`src/rtl/add_round_key_engine.sv`:
```
// Sequential AddRoundKey stage: a writable round-key bank and a round counter
// that steps in encrypt or decrypt order, with a one-deep valid/ready output register.
module add_round_key_engine #(
    parameter int STATE_W  = 64,
    parameter int NUM_KEYS = 4,
    parameter int IDX_W    = $clog2(NUM_KEYS)
) (
    input  logic               clk,
    input  logic               rst_n,
    input  logic               keyWrEn,
    input  logic [IDX_W-1:0]   keyWrIdx,
    input  logic [STATE_W-1:0] keyWrData,
    input  logic               roundRst,
    input  logic               decrypt,
    input  logic               inValid,
    output logic               inReady,
    input  logic [STATE_W-1:0] currentState,
    output logic               outValid,
    input  logic               outReady,
    output logic [STATE_W-1:0] nextState,
    output logic [IDX_W-1:0]   outRoundIdx,
    output logic               outLast
);

    localparam logic [IDX_W-1:0] LAST_IDX = IDX_W'(NUM_KEYS - 1);

    logic [STATE_W-1:0] key_bank [NUM_KEYS];
    logic [IDX_W-1:0]   rnd;
    logic [IDX_W-1:0]   idx;
    logic [IDX_W-1:0]   end_idx;
    logic [IDX_W-1:0]   step_idx;
    logic               mode_dec;
    logic               eff_dec;
    logic               accept;
    logic               wr_ok;

    assign inReady = !outValid || outReady;
    assign accept  = inValid && inReady;
    assign wr_ok   = keyWrEn && ({1'b0, keyWrIdx} < (IDX_W + 1)'(NUM_KEYS));

    // A roundRst in the same cycle overrides both the stored mode and the counter.
    always_comb begin
        eff_dec = roundRst ? decrypt : mode_dec;
        idx     = roundRst ? (decrypt ? LAST_IDX : '0) : rnd;
        end_idx = eff_dec ? '0 : LAST_IDX;
        if (idx == end_idx) begin
            step_idx = eff_dec ? LAST_IDX : '0;
        end else if (eff_dec) begin
            step_idx = idx - IDX_W'(1);
        end else begin
            step_idx = idx + IDX_W'(1);
        end
    end

    always_ff @(posedge clk or negedge rst_n) begin
        if (!rst_n) begin
            for (int i = 0; i < NUM_KEYS; i++) begin
                key_bank[i] <= '0;
            end
        end else if (wr_ok) begin
            key_bank[keyWrIdx] <= keyWrData;
        end
    end

    always_ff @(posedge clk or negedge rst_n) begin
        if (!rst_n) begin
            rnd      <= '0;
            mode_dec <= 1'b0;
        end else if (accept || roundRst) begin
            mode_dec <= eff_dec;
            rnd      <= accept ? step_idx : idx;
        end
    end

    // The XOR reads the key bank before this edge's write lands, so a
    // same-slot write is only seen by later words.
    always_ff @(posedge clk or negedge rst_n) begin
        if (!rst_n) begin
            outValid    <= 1'b0;
            nextState   <= '0;
            outRoundIdx <= '0;
            outLast     <= 1'b0;
        end else if (accept) begin
            outValid    <= 1'b1;
            nextState   <= currentState ^ key_bank[idx];
            outRoundIdx <= idx;
            outLast     <= (idx == end_idx);
        end else if (outReady) begin
            outValid <= 1'b0;
        end
    end

endmodule

```
`config.mk`:
```
export PLATFORM = sky130hd
export DESIGN_NAME = add_round_key_engine
export DESIGN_NICKNAME = d
export VERILOG_FILES = /design/src/rtl/add_round_key_engine.sv
export SDC_FILE = /design/constraint.sdc
export NUM_CORES = 1
export LEC_CHECK = 0
export CAP_MARGIN = 20
export CORE_MARGIN = 5
export CORE_UTILIZATION = 40
export DETAILED_ROUTE_END_ITERATION = 7
export GPL_TIMING_DRIVEN = 0
export PLACE_DENSITY = 0.67
export SYNTH_ARGS = -nofsm -noshare
export SYNTH_HDL_FRONTEND = slang
export SYNTH_SLANG_ARGS = --single-unit
```
`constraint.sdc`:
```
create_clock -name clk -period 2.4 [get_ports clk]
set_input_delay 0.24 -clock clk [delete_from_list [all_inputs] [get_ports clk]]
set_output_delay 0.24 -clock clk [all_outputs]
set_load 0.05 [all_outputs]
```
==> flow_summary.ini <==
[sta]
hold_viol_final = 0
fmax_ghz = 0.444
max_slew_margin_pct = 39.5
min_period_over_period_pct = 93.9
setup_viol_count_final = 0
worst-slew-pin-transition_ns = 0.908
hold_ws_ns = 0.317
rsz0062_at_grt = false
finalMaxSlewViolations = 0
clock_skew_ns = 0.0129
fin_crit_ns = 2.25

[cells_and_area]
regArea_mm2 = 0.00818
nFillCells = 3647
drive_gt1_share_pct = 8.50
area_growth_pct = 24.2
multiInputGateArea_mm2 = 0.00785
final_cell_area_mm2 = 0.0207
nets = 1691

[yosys]
yosysTopAreaCellShare_pct = 49.0
yosys_warnings = 0
synth_cells = 1306
syn_avg_cell_area_um2 = 12.8
seq_area_frac_synth_pct = 49.0
synth_top_cell_by_area = dfrtp_1
yosys.area_share.xor_xnor_pct = 0.157
syn_nets = 1443
synth-simple-area-share_pct = 4.62
yosysMostFrequentCell = dfrtp_1
synth-async-reset-ratio_pct = 100
synth-compound-area-share_pct = 9.80
synth_top_family_by_area = multiplexers
synth.area.top_cells = dfrtp_1 49%, mux2_1 17%, mux2i_1 15%, a2111oi_0 3.3%, a32oi_1 3.3%
netlist_area_mm2 = 0.0167
ys_ff_latch = 327
synth_fa_ha_area_share_pct = 0
synthTopCellsByCount = 327 x dfrtp_1, 253 x mux2_1, 252 x mux2i_1
muxShareOfSynthArea_pct = 32.4
synth_edf_count = 0
synth_cell_types = 36
synth-main-ff-cell = dfrtp_1

[critical_path]
crit_path_end_kind = register
slowest_stage = clkbuf_1
cp_cell_sequence = clkdlybuf4s50_1 > buf_4 > buf_6 > clkbuf_1 > clkbuf_1 > a32oi_1 > nand2_1
path_common_cell = clkbuf_1
r2r_setup_slack_ns = 0.18
worstSetupPathType = in -> reg
cp.required_ns = 2.87
crit_fanout = 10
start_kind = primary input
cpPeakStageDelay_ns = 0.60
worstPathArrival_ns = 2.72

[drt]
drt-initial-drc-count = 894
ant_nets = 0
drt_first_pass_iters = 5
num_vias = 12400
drc_errors = 0
wl_per_cell_um = 23.9
vias_per_cell = 5.87
drt_wl_total_um = 50300

[global_routing]
grt_max_degree = 116
grt_usage_pct = 21.4
grt_pass1_wl_um = 78300
grt_remaining_overflow = 0
grt_pass1_vias = 13100
antenna_found_initial = 6

[clocking]
cts_num_sinks = 327
clkLatencyLatePin_ns = 0.54
numCtsBuffers = 39
htreeDepth = 2
clk_pin_slew_worst_paths_ns = 0.06
clockBufferDepth = 3
cts_tree = yes
cts-root-buf = clkbuf_16

[place]
hpwl_um = 33900
place_congestion = 0.802
portBuffers = 205
place_area_mm2 = 0.0195

[power]
power.density_mw_per_mm2 = 888
p_leak_nw = 9.27
vdd_drop_max_mv = 0.439
power_mw = 18.4

[min_path]
worstHoldPathType = in -> async

[floorplanning]
core_mm2 = 0.0411
num_rows = 74
die_y_um = 214
ios = 206
dieWidth_um = 214
die_area_mm2 = 0.0460
start_util_pct = 40.7

[run]
maxCapViolCount = 0

[outcome]
outcome = finished clean
[area by class of cell]
| class | count | area share [%] |
|---|---|---|
| inverters | 4 | 0.0724 |
| multi-input cells | 862 | 37.8 |
| clock inverters | 6 | 0.404 |
| diodes | 1 | 0.0121 |
| repair buffers | 208 | 10.2 |
| well taps | 532 | 3.21 |
| flip-flops and latches | 327 | 39.4 |
| clock buffers | 57 | 5.62 |
| plain buffers | 112 | 3.18 |
[flip-flops by register name (all words and copies together), names as in the netlist]
name / count
outLast: 1
mode_dec: 1
key_bank: 256
outRoundIdx: 2
outValid: 1
nextState: 64
rnd: 2
[final timing paths]
check	cells after the start	endpoint	startpoint
max	7	nextState[17]	roundRst
min	2	nextState[38]	rst_n
max reg2reg	8	nextState[32]	outValid
min reg2reg	2	nextState[26]	nextState[26]
max in group asynchronous	3	nextState[6]	rst_n
min in group clk	2	key_bank[196]	keyWrData[4]
[through the flow]
step | std cells | util, % | worst slack (ns) | TNS [ns]
after floorplan | 1306 | - | 0.414 | 0
after global placement | 2043 | 47.3 | -13.40 | -4380.38
after detailed placement | 2045 | 47.4 | -0.407 | -15.13
after CTS | 2108 | 50.5 | 0.0103 | 0
after global routing | 2109 | 50.5 | 0.0130 | 0
final | 2109 | 50.5 | 0.146 | 0
[layout by cell type, fill, tap and decap left out, drive strengths merged, types with 2 or more instances in the layout]
cell type and n:
a31oi 2, clkinv 4, nor2 5, inv 4
o21ai 3, mux2 257, dfrtp 327, clkdlybuf4s50 203
mux2i 252, bufinv 2, nand2 70, and3 64
nand2b 2, nand3 2, a21oi 2, or3 2
xnor2 2, buf 73, a22oi 63, nor2b 2
clkbuf 100, nand3b 2, a32oi 63, a2111oi 63
[report_power, final]
group / switching (mW) / total [mW] / internal [mW] / leakage (nW)
clock network: 2.28 / 5.83 / 3.55 / 0.616
logic: 3.01 / 5.21 / 2.20 / 4.77
registers: 0.740 / 7.38 / 6.64 / 3.89
total: 6.03 / 18.4 / 12.4 / 9.27
[kinds of logic after synthesis]
group / Yosys count
compound gates: 199
xor+xnor: 3
buf+inv: 117
flops: 327
mux: 509
simple gates: 151
[layer usage]
| layer | track usage (%) | vias to the layer above | part of all wire [%] |
|---|---|---|---|
| li1 | - | 5507 | - |
| met1 | 29.1 | 6342 | 44 |
| met2 | 34.5 | 414 | 47 |
| met3 | 4.49 | 110 | 6.1 |
| met4 | 7.28 | 8 | 3.1 |
| met5 | 0 | - | 0.091 |
[worst max-delay path, delay by kind of cell]
family          cells  cell delay [ns]
simple gates        1             0.11
compound gates      1             0.20
buf+inv             5             2.17
[repair_timing]
item,CTS,global route
resized for setup,6,5
hold buffers,1,0
pin swaps,0,0
setup buffers,0,0
setup endpoints to repair,1,20
hold endpoints to repair,107,0
(Power assumes the default switching activity.)
